==> src/rtl/store_unit.sv <==
// store_unit: takes one store request, builds the aligned bus address, lane-shifted data and
// byte enables, and issues one beat (or two when the access crosses a word boundary).
//
//   state | meaning
//   IDLE  | ready for a request; illegal or rejected requests pulse err_o here
//   BEAT1 | first (or only) bus beat presented, waiting for mem_ready_i
//   BEAT2 | upper-word beat of a boundary-crossing store, waiting for mem_ready_i
module store_unit #(
    parameter int XLEN             = 32,
    parameter int ADDR_W           = 32,
    parameter bit ALLOW_MISALIGNED = 1'b1
) (
    input  logic              clk_i,
    input  logic              rst_i,
    input  logic              req_valid_i,
    output logic              req_ready_o,
    input  logic [2:0]        funct3_i,
    input  logic [ADDR_W-1:0] addr_i,
    input  logic [XLEN-1:0]   data_i,
    output logic              mem_valid_o,
    input  logic              mem_ready_i,
    output logic [ADDR_W-1:0] mem_addr_o,
    output logic [XLEN-1:0]   mem_wdata_o,
    output logic [XLEN/8-1:0] mem_be_o,
    output logic              done_o,
    output logic              err_o
);
    localparam int NB    = XLEN / 8;
    localparam int OFF_W = $clog2(NB);

    typedef enum logic [1:0] {IDLE, BEAT1, BEAT2} state_t;

    state_t              state;
    logic                valid_q;
    logic [ADDR_W-1:0]   addr_q;
    logic [XLEN-1:0]     wdata_q;
    logic [NB-1:0]       be_q;
    logic                done_q;
    logic                err_q;
    logic                split_q;
    logic [XLEN-1:0]     wdata_hi_q;
    logic [NB-1:0]       be_hi_q;

    logic [3:0]          sz;
    logic [OFF_W-1:0]    off;
    logic [NB-1:0]       mask_lo;
    logic [XLEN-1:0]     data_m;
    logic [2*NB-1:0]     be2;
    logic [2*XLEN-1:0]   d2;
    logic                split;
    logic                illegal;
    logic                reject;

    assign off = addr_i[OFF_W-1:0];

    always_comb begin
        case (funct3_i[1:0])
            2'b00:   sz = 4'd1;
            2'b01:   sz = 4'd2;
            2'b10:   sz = 4'd4;
            default: sz = 4'd8;
        endcase
    end

    // Bytes beyond the access size are zeroed before shifting so unused lanes stay zero.
    always_comb begin
        mask_lo = '0;
        data_m  = '0;
        for (int i = 0; i < NB; i++) begin
            if (i < int'(sz)) begin
                mask_lo[i]       = 1'b1;
                data_m[8*i +: 8] = data_i[8*i +: 8];
            end
        end
        be2 = {{NB{1'b0}}, mask_lo} << off;
        d2  = {{XLEN{1'b0}}, data_m} << {off, 3'b000};
    end

    assign split   = (int'(off) + int'(sz)) > NB;
    assign illegal = funct3_i[2] || ((funct3_i[1:0] == 2'b11) && (XLEN == 32));
    assign reject  = illegal || (split && !ALLOW_MISALIGNED);

    always_ff @(posedge clk_i) begin
        if (rst_i) begin
            state      <= IDLE;
            valid_q    <= 1'b0;
            addr_q     <= '0;
            wdata_q    <= '0;
            be_q       <= '0;
            done_q     <= 1'b0;
            err_q      <= 1'b0;
            split_q    <= 1'b0;
            wdata_hi_q <= '0;
            be_hi_q    <= '0;
        end else begin
            done_q <= 1'b0;
            err_q  <= 1'b0;
            case (state)
                IDLE: begin
                    if (req_valid_i) begin
                        if (reject) begin
                            err_q <= 1'b1;
                        end else begin
                            state      <= BEAT1;
                            valid_q    <= 1'b1;
                            addr_q     <= {addr_i[ADDR_W-1:OFF_W], {OFF_W{1'b0}}};
                            wdata_q    <= d2[XLEN-1:0];
                            be_q       <= be2[NB-1:0];
                            split_q    <= split;
                            wdata_hi_q <= d2[2*XLEN-1:XLEN];
                            be_hi_q    <= be2[2*NB-1:NB];
                        end
                    end
                end
                BEAT1: begin
                    if (mem_ready_i) begin
                        if (split_q) begin
                            state   <= BEAT2;
                            addr_q  <= addr_q + ADDR_W'(NB);
                            wdata_q <= wdata_hi_q;
                            be_q    <= be_hi_q;
                        end else begin
                            state   <= IDLE;
                            valid_q <= 1'b0;
                            done_q  <= 1'b1;
                        end
                    end
                end
                BEAT2: begin
                    if (mem_ready_i) begin
                        state   <= IDLE;
                        valid_q <= 1'b0;
                        done_q  <= 1'b1;
                    end
                end
                default: state <= IDLE;
            endcase
        end
    end

    assign req_ready_o = (state == IDLE) && !rst_i;
    assign mem_valid_o = valid_q;
    assign mem_addr_o  = addr_q;
    assign mem_wdata_o = wdata_q;
    assign mem_be_o    = be_q;
    assign done_o      = done_q;
    assign err_o       = err_q;

endmodule

==> config.mk <==
export PLATFORM = sky130hd
export DESIGN_NAME = store_unit
export DESIGN_NICKNAME = d
export VERILOG_FILES = /design/src/rtl/store_unit.sv
export SDC_FILE = /design/constraint.sdc
export NUM_CORES = 1
export LEC_CHECK = 0
export BUFFER_PORTS_ARGS = -buffer_cell sky130_fd_sc_hd__buf_2
export CAP_MARGIN = 5
export CORE_MARGIN = 4
export CORE_UTILIZATION = 57
export CTS_CLUSTER_DIAMETER = 60
export CTS_CLUSTER_SIZE = 14
export DETAILED_ROUTE_END_ITERATION = 8
export PLACE_DENSITY = 0.85
export SLEW_MARGIN = 20
export SYNTH_ARGS = -nofsm -noshare
export SYNTH_HDL_FRONTEND = slang
export SYNTH_SLANG_ARGS = --single-unit
==> constraint.sdc <==
create_clock -name clk_i -period 3.7 [get_ports clk_i]
set_clock_uncertainty 0.2 [all_clocks]
set_input_delay 0.37 -clock clk_i [delete_from_list [all_inputs] [get_ports clk_i]]
set_output_delay 0.37 -clock clk_i [all_outputs]
set_load 0.01 [all_outputs]
==> results.sh, run 1 <==
export IMPL_outcome="completed"
export IMPL_grt_ovfl_total=0
export IMPL_synth_flop_cell="dfxtp_1"
export IMPL_grt_max_degree=55
export IMPL_antenna_found_initial=0
export IMPL_core_rowCount=35
export IMPL_drc=0
export IMPL_cp_endpoint="mem_wdata_o[5]"
export IMPL_synth_cell_type_count=62
export IMPL_placedInstanceArea_um2=6060
export IMPL_r2r_end="mem_wdata_o[5]"
export IMPL_hpwl_um=11800
export IMPL_firstDrtPassIters=7
export IMPL_cts_buffers=9
export IMPL_rsz0062_at_grt="no"
export IMPL_power_switching_uw=1100
export IMPL_multiInputGateArea_um2=3100
export IMPL_hold_buffers=0
export IMPL_layout_cells_non_filler=919
export IMPL_slew_violations=0
export IMPL_viasPerCell=6.49
export IMPL_synth_seq_cells=99
export IMPL_n_antenna_cell=0
export IMPL_p_int_uw=1840
export IMPL_maxCapViolations=0
export IMPL_clkPwrFrac=0.239
export IMPL_clock_sinks=99
export IMPL_port_buffers=140
export IMPL_clkLatencyLatePin_ns=0.38
export IMPL_finalSetupViolations=0
export IMPL_synth_edf_count=0
export IMPL_fin_crit_sh=0.790
export IMPL_seq_area_um2=1980
export IMPL_initial_core_util=0.584
export IMPL_cts_resized=0
export IMPL_synth_top_area_frac=0.369
export IMPL_gp_congestion=0.962
export IMPL_avgSynthCellArea_um2=7.66
export IMPL_critical_path_class="reg -> reg"
export IMPL_cts_setup_buffers=0
export IMPL_wl_per_cell_um=18.2
export IMPL_combPwrFrac=0.313
export IMPL_r2r_slack_ns=0.78
export IMPL_clkSlewWorstSetupHoldPaths_ns=0.10
export IMPL_nNetsFinal=880
export IMPL_async_reset_ff_frac=0
export IMPL_syn_to_final_growth_pct=16.5
export IMPL_wl_um=16800
export IMPL_drive_gt1_frac=0.231
export IMPL_cts_buffer_depth=2
export IMPL_crit_arrival_ns=2.95
export IMPL_fmax_mhz=342
export IMPL_syn_inst=701
export IMPL_first_iter_violations=488
export IMPL_path_max_fanout=41
export IMPL_fp_coreArea_um2=9200
export IMPL_fin_area_um2=6250
export IMPL_placed_cells=903
export IMPL_antenna_left=0
export IMPL_timing_rr_start="state[0]"
export IMPL_p_leak_uw=0.00256
export IMPL_cp_start_kind="register"
export IMPL_crit_required_ns=3.73
export IMPL_root_buffer="clkbuf_8"
export IMPL_slew_headroom=0.493
export IMPL_seq_area_frac_synth=0.369
export IMPL_period_needed_ns=2.92
export IMPL_synthTopCellsByArea="dfxtp_1, nor2_1, a21oi_1, nand2_1, o21ai_0"
export IMPL_cp_startpoint="state[0]"
export IMPL_fillers=802
export IMPL_hold_violations=0
export IMPL_end_kind="register"
export IMPL_grt_usage=0.289
export IMPL_pwr_density_cell_nw_per_um2=471
export IMPL_switching_share=0.374
export IMPL_grt_pass1_wl_um=26600
export IMPL_vias=5963
export IMPL_p_total_uw=2950
export IMPL_dieWidth_um=105
export IMPL_hold_class="in -> reg"
export IMPL_htreeDepth=3
export IMPL_holdWs_ns=0.0561
export IMPL_netlist_area_um2=5370
export IMPL_first_global_vias=5577
export IMPL_ios=143
export IMPL_reg2reg_depth=8
export IMPL_p_seq_frac=0.449
export IMPL_worstMarginPinSlew_ns=0.758
export IMPL_dieArea_um2=11000
export IMPL_ys_warn_count=0
export IMPL_vdd_drop_max_mv=0.208
export IMPL_cts_tree="yes"
export IMPL_die_height_um=105
export IMPL_yosys_area_top_type="dfxtp_1"
export IMPL_tns_ns=0
-- area by class of cell --
class                           count  share of cell area
Timing Repair Buffer              149               0.123
Clock buffer                       12              0.0264
Clock inverter                      4             0.00540
Sequential cell                    99               0.317
Tap cell                          111              0.0222
Multi-Input combinational cell    525               0.495
Inverter                           19              0.0114
-- registers in the layout, indices dropped and copies added (netlist names) --
register,cells
err_o,1
wdata_hi_q,24
mem_addr_o,30
split_q,1
be_hi_q,3
mem_wdata_o,32
done_o,1
mem_be_o,4
state,2
mem_valid_o,1
-- cell usage in the layout, fill, tap and decap left out, types with 12 or more instances in the layout --
cell,n
inv_1,18
a221oi_1,12
buf_2,140
o21ai_0,44
clkbuf_8,12
a211oi_1,13
nor3_1,37
dfxtp_1,99
a21oi_1,56
nor2_1,89
o211ai_1,14
nand2_1,69
nand3_1,19
o22ai_1,12
nand4_1,13
o21a_1,15
-- stage by stage --
| stage | utilization | worst slack (ns) |
|---|---|---|
| global route | 0.680 | 0.532 |
| CTS | 0.680 | 0.834 |
| floorplan | - | 1.48 |
| detailed placement | 0.659 | 0.857 |
| global placement | 0.659 | 1.04 |
| finish | 0.680 | 0.777 |
-- cells by family after synthesis --
logic type      after synthesis  synth area share
simple gates                279             0.257
compound gates              226             0.277
flops                        99             0.369
buf+inv                      78            0.0573
mux                          12            0.0242
fa+ha+maj                     6            0.0154
other cells                   1          0.000698
-- cell usage after synthesis (all sizes together), types with 13 or more instances --
cell / n
nor2: 90
a21oi: 56
clkbuf: 47
dfxtp: 99
o21a: 15
nand4: 15
inv: 18
a211oi: 13
nor3: 38
nand3: 19
nand2: 70
o211ai: 14
o21ai: 45
-- critical path, cell delays in order, from the launching register on --
cell	delay, ns
dfxtp_1	0.34
inv_1	0.09
ha_1	0.44
inv_1	0.17
o21ai_0	0.31
nand2_2	0.51
buf_4	0.41
a221oi_1	0.23
nor3_1	0.08
-- routing by layer --
metal,track usage,share of wire,up-vias
met1,0.360,0.39,2786
met2,0.492,0.49,358
met4,0.122,0.023,0
met3,0.0500,0.092,40
li1,-,-,2779
met5,0,0,-
-- power by group through the flow --
stage          clock network (µW)  registers (µW)  logic, µW
6_report                      703            1320        921
5_1_grt                       747            1340       1010
4_1_cts                       703            1320        912
3_5_place_dp                    0            1340        907
3_3_place_gp                    0            1330        877
2_1_floorplan                   0            1380        543
-- how the worst min path moves through the flow --
stage	startpoint	endpoint	slack, ns	cells after the start
6_report	mem_ready_i	done_o	0.06	3
3_3_place_gp	wdata_hi_q[15]	wdata_hi_q[15]	0.24	2
2_1_floorplan	wdata_hi_q[10]	wdata_hi_q[10]	0.23	2
4_1_cts	mem_ready_i	done_o	0.05	3
3_5_place_dp	wdata_hi_q[14]	wdata_hi_q[14]	0.25	2
5_1_grt	mem_ready_i	done_o	0.07	3
(Power assumes the default switching activity.)
==> run 2: changes to the inputs <==
- ABC_AREA: not set -> 1
- CORE_UTILIZATION: 57 -> 49
- PLACE_DENSITY: 0.85 -> 0.77
- clock period: 3.7 -> 2.6 ns (I/O delays scaled with it)
==> results.sh, run 2 <==
export IMPL_outcome="completed"
export IMPL_clkSlewWorstSetupHoldPaths_ns=0.07
export IMPL_antenna_left=0
export IMPL_cp_start_kind="register"
export IMPL_use_met1=0.335
export IMPL_critPathTopFamily="buffers and inverters"
export IMPL_p_leak_uw=0.00304
export IMPL_synthTopCellsByArea="dfxtp_1, nand2_1, nor2_1, o21ai_0, a21oi_1"
export IMPL_p_seq_frac=0.348
export IMPL_hold_class="in -> reg"
export IMPL_crit_required_ns=2.63
export IMPL_synth_edf_count=0
export IMPL_worstPathCellList="inv_1 -> ha_2 -> inv_4 -> nor2_2 -> a21oi_4 -> nand2_2 -> nor2_8 -> buf_12 -> o21ai_0 -> nand2_1 -> a21oi_1"
export IMPL_grt_met3_usage=0.0446
export IMPL_antenna_found_initial=0
export IMPL_utilization=0.594
export IMPL_grt_use_met2=0.423
export IMPL_period_needed_ns=2.14
export IMPL_ys_warn_count=0
export IMPL_fp_coreArea_um2=11500
export IMPL_hold_path_startpoint="mem_ready_i"
export IMPL_gp_congestion=0.994
export IMPL_path_max_fanout=80
export IMPL_slew_headroom=0.550
export IMPL_synth_seq_cells=99
export IMPL_placedInstanceArea_um2=6500
export IMPL_htreeDepth=3
export IMPL_layout_cells_non_filler=1161
export IMPL_end_kind="register"
export IMPL_combPwrFrac=0.474
export IMPL_fmax_mhz=468
export IMPL_grt_usage=0.258
export IMPL_drive_gt1_frac=0.199
export IMPL_die_height_um=116
export IMPL_nNetsFinal=1090
export IMPL_cts_tree="yes"
export IMPL_initial_core_util=0.503
export IMPL_cts_buffers=9
export IMPL_viasPerCell=5.51
export IMPL_syn_inst=901
export IMPL_wl_per_cell_um=15.1
export IMPL_cts_buffer_depth=2
export IMPL_worstMarginPinSlew_ns=0.675
export IMPL_grt_pass1_wl_um=28000
export IMPL_dieArea_um2=13600
export IMPL_first_iter_violations=621
export IMPL_cts_resized=0
export IMPL_firstDrtPassIters=5
export IMPL_slew_violations=0
export IMPL_wl_um=17600
export IMPL_avgSynthCellArea_um2=6.40
export IMPL_first_global_vias=5792
export IMPL_vdd_drop_max_mv=0.660
export IMPL_final_common_cell="nand2_1"
export IMPL_placed_cells=1143
export IMPL_final_cell_mix="nand2_1, nor2_1, buf_2"
export IMPL_rsz0062_at_grt="no"
export IMPL_async_reset_ff_frac=0
export IMPL_finalSetupViolations=0
export IMPL_maxCapViolations=0
export IMPL_syn_to_final_growth_pct=18.1
export IMPL_ys_top_cells_by_count="nand2_1, nor2_1, dfxtp_1"
export IMPL_r2r_slack_ns=0.46
export IMPL_holdWs_ns=0.0312
export IMPL_pwr_density_cell_nw_per_um2=1080
export IMPL_critical_path_class="reg -> reg"
export IMPL_clkPwrFrac=0.178
export IMPL_fin_crit_sh=0.822
export IMPL_seq_area_frac_synth=0.344
export IMPL_crit_slowest_cell="dfxtp_1"
export IMPL_clock_sinks=99
export IMPL_dieWidth_um=116
export IMPL_yosys_area_top_type="dfxtp_1"
export IMPL_vias=6393
export IMPL_crit_cells=11
export IMPL_clkLatencyLatePin_ns=0.35
export IMPL_reg2reg_depth=11
export IMPL_cp_startpoint="state[1]"
export IMPL_ios=143
export IMPL_top_usage_layer="met2"
export IMPL_timing_rr_start="state[1]"
export IMPL_synth_cell_type_count=43
export IMPL_crit_arrival_ns=2.16
export IMPL_hold_depth=3
export IMPL_port_buffers=140
export IMPL_switching_share=0.452
export IMPL_hold_violations=0
export IMPL_drc=0
export IMPL_hpwl_um=12600
export IMPL_synth_flop_cell="dfxtp_1"
export IMPL_tns_ns=0
export IMPL_synth_top_area_frac=0.344
export IMPL_root_buffer="clkbuf_16"
export IMPL_yosys_cell_count_top_type="nand2_1"
export IMPL_p_int_uw=4040
export IMPL_fin_area_um2=6810
export IMPL_grt_ovfl_total=0
export IMPL_grt_max_degree=81
export IMPL_netlist_area_um2=5760
export IMPL_critical_path_max_stage_delay_ns=0.34
export IMPL_n_antenna_cell=0
export IMPL_core_rowCount=39
export IMPL_power_switching_uw=3330
export IMPL_largest_register_ffs=32
export IMPL_worst_path_buf_inv=3
## run 2: repair_timing
action                                 in CTS  in global routing
setup buffers                               0                  0
hold buffers                                2                  0
endpoints found under the hold margin       2                  0
## run 2: cells by family after synthesis
| family | share of synthesized area |
|---|---|
| xor gates and xnor gates | 0.00152 |
| adders and majority gates | 0.0143 |
| DFF | 0.344 |
| other | 0.000651 |
| and+or+nand+nor | 0.348 |
| AOI/OAI and AO/OA | 0.211 |
| buffers and inverters | 0.0805 |
## run 2: final cells by class
cell class | count | area [µm²]
clock buffer | 10 | 239
clock inverter | 6 | 48.8
fill | 1152 | 4660
inverter | 49 | 186
multi-input combinational | 700 | 3320
sequential | 99 | 1980
tap | 143 | 179
timing repair buffer | 154 | 848
## run 2: final timing paths
| check | to |
|---|---|
| max | mem_addr_o[15] |
| min | done_o |
| max reg2reg | mem_addr_o[15] |
| min reg2reg | be_hi_q[1] |
## run 2: worst min-delay path, delay by kind of cell
family                 cells  cell delay, ns
and+or+nand+nor            1            0.08
buffers and inverters      1            0.12
AOI/OAI and AO/OA          1            0.06
## run 2: layer usage
layer,routed length [µm],vias to the layer above
met5,0,-
met4,525,0
met3,1370,44
li1,-,3189
met2,8220,267
met1,7460,2893
## run 2: through the flow
step | power [µW] | worst slack [ns]
floorplan | 4940 | 0.605
global placement | 6010 | 0.494
detailed placement | 6050 | 0.446
CTS | 7370 | 0.451
global route | 7960 | 0.253
finish | 7370 | 0.464
## run 2: power groups by stage
stage	Combinational [µW]	Sequential, µW	Clock, µW
final	3490	2560	1310
after global routing	3940	2630	1390
after CTS	3500	2550	1320
after detailed placement	3480	2580	0
after global placement	3440	2580	0
after floorplan	2240	2700	0
==> run 3: changes to the inputs <==
- ABC_AREA: 1 -> 0
- CORE_UTILIZATION: 49 -> 53
- PLACE_DENSITY: 0.77 -> 0.8
- clock period: 2.6 -> 2 ns (I/O delays scaled with it)
==> results.sh, run 3 (synthesis gave the netlist of run 1 again) <==
export IMPL_fmax_mhz=509
export IMPL_grt_ovfl_total=0
export IMPL_drive_gt1_frac=0.352
export IMPL_initial_core_util=0.547
export IMPL_holdWs_ns=0.0287
export IMPL_tns_ns=0
export IMPL_crit_required_ns=2.10
export IMPL_nNetsFinal=1015
export IMPL_placedInstanceArea_um2=6770
export IMPL_firstDrtPassIters=6
export IMPL_worstMarginPinSlew_ns=0.672
export IMPL_slew_violations=0
export IMPL_largest_register_ffs=32
export IMPL_critPathTopFamily="compound AO/OA/AOI/OAI gates"
export IMPL_vias=6753
export IMPL_pwr_density_cell_nw_per_um2=806
export IMPL_port_buffers=140
export IMPL_cts_tree="yes"
export IMPL_grt_pass1_wl_um=31100
export IMPL_cp_start_kind="register"
export IMPL_end_kind="register"
export IMPL_crit_arrival_ns=2.06
export IMPL_fin_crit_sh=0.981
export IMPL_first_global_vias=6334
export IMPL_hold_class="in -> reg"
export IMPL_fp_coreArea_um2=9820
export IMPL_cts_buffer_depth=2
export IMPL_n_antenna_cell=0
export IMPL_htreeDepth=3
export IMPL_worstPathCellList="inv_4 -> ha_4 -> buf_8 -> nand2_1 -> o22ai_1 -> a21oi_1 -> a311oi_1"
export IMPL_clkSlewWorstSetupHoldPaths_ns=0.10
export IMPL_worst_path_buf_inv=2
export IMPL_die_height_um=109
export IMPL_hold_violations=0
export IMPL_period_needed_ns=1.96
export IMPL_crit_slowest_cell="dfxtp_2"
export IMPL_critical_path_max_stage_delay_ns=0.35
export IMPL_multiInputGateArea_um2=3280
export IMPL_seq_area_um2=2010
export IMPL_fin_area_um2=7740
export IMPL_core_rowCount=36
export IMPL_path_max_fanout=50
export IMPL_p_leak_uw=0.00331
export IMPL_viasPerCell=6.28
export IMPL_rsz0062_at_grt="yes"
export IMPL_critical_path_class="reg -> reg"
export IMPL_gp_congestion=0.901
export IMPL_grt_max_degree=67
export IMPL_placed_cells=1009
export IMPL_ios=143
export IMPL_antenna_left=0
export IMPL_dieWidth_um=109
export IMPL_final_common_cell="buf_2"
export IMPL_outcome="completed"
export IMPL_clock_sinks=99
export IMPL_finalSetupViolations=0
export IMPL_syn_to_final_growth_pct=44.2
export IMPL_root_buffer="clkbuf_8"
export IMPL_layout_cells_non_filler=1076
export IMPL_final_cell_mix="buf_2, buf_4, nor2_1"
export IMPL_wl_um=20700
export IMPL_dieArea_um2=11800
export IMPL_drc=0
export IMPL_first_iter_violations=800
export IMPL_cts_buffers=9
export IMPL_maxCapViolations=0
export IMPL_grt_usage=0.333
export IMPL_antenna_found_initial=0
export IMPL_fillers=723
export IMPL_wl_per_cell_um=19.3
export IMPL_clkLatencyLatePin_ns=0.39
export IMPL_hpwl_um=13600
export IMPL_vdd_drop_max_mv=0.592
export IMPL_slew_headroom=0.551
run 3: report_power, final:
group          total, µW  internal (µW)  switching, µW
Combinational       2490           1110           1380
Clock               1340            595            747
Sequential          2410           2230            181
run 3: final timing paths:
path                                       from               to  slack (ns)  cells after the start
worst min-delay path                  addr_i[7]    mem_addr_o[7]        0.03                      4
worst max register to register         state[1]      mem_valid_o        0.04                      7
worst min register to register  mem_wdata_o[18]  mem_wdata_o[18]        0.26                      2
worst max-delay path                   state[1]      mem_valid_o        0.04                      7
run 3: tightest hold or removal path, stage by stage:
cell	delay, ns
buf_2	0.07
nor2b_1	0.10
o21ai_0	0.09
a21oi_1	0.12
run 3: routing by layer:
metal | share of wire | up-vias | track usage
li1 | - | 3057 | -
met4 | 0.040 | 0 | 0.128
met3 | 0.087 | 82 | 0.0758
met1 | 0.39 | 3175 | 0.412
met2 | 0.49 | 439 | 0.563
met5 | 0 | - | 0
run 3: cell type report:
cell class,count,area share
clock buffers,12,0.0175
clock inverters,4,0.00727
inverters,19,0.0102
multi-input cells,525,0.424
flip-flops and latches,99,0.259
well taps,133,0.0215
repair buffers,284,0.260
run 3: per-stage QoR:
step | utilization | total power (µW) | worst slack [ns]
2_1_floorplan | - | 3550 | 0.000789
3_3_place_gp | 0.689 | 4420 | -0.0849
3_5_place_dp | 0.689 | 4480 | -0.190
4_1_cts | 0.752 | 5920 | -0.0279
5_1_grt | 0.788 | 6550 | -0.0796
6_report | 0.788 | 6240 | 0.0372
run 3: repair_timing:
action	CTS	global route
endpoints found under the setup margin	59	52
cloned	0	3
pin swaps	6	13
resized for setup	21	59
endpoints found under the hold margin	35	0
hold buffers	30	0
setup buffers	9	10
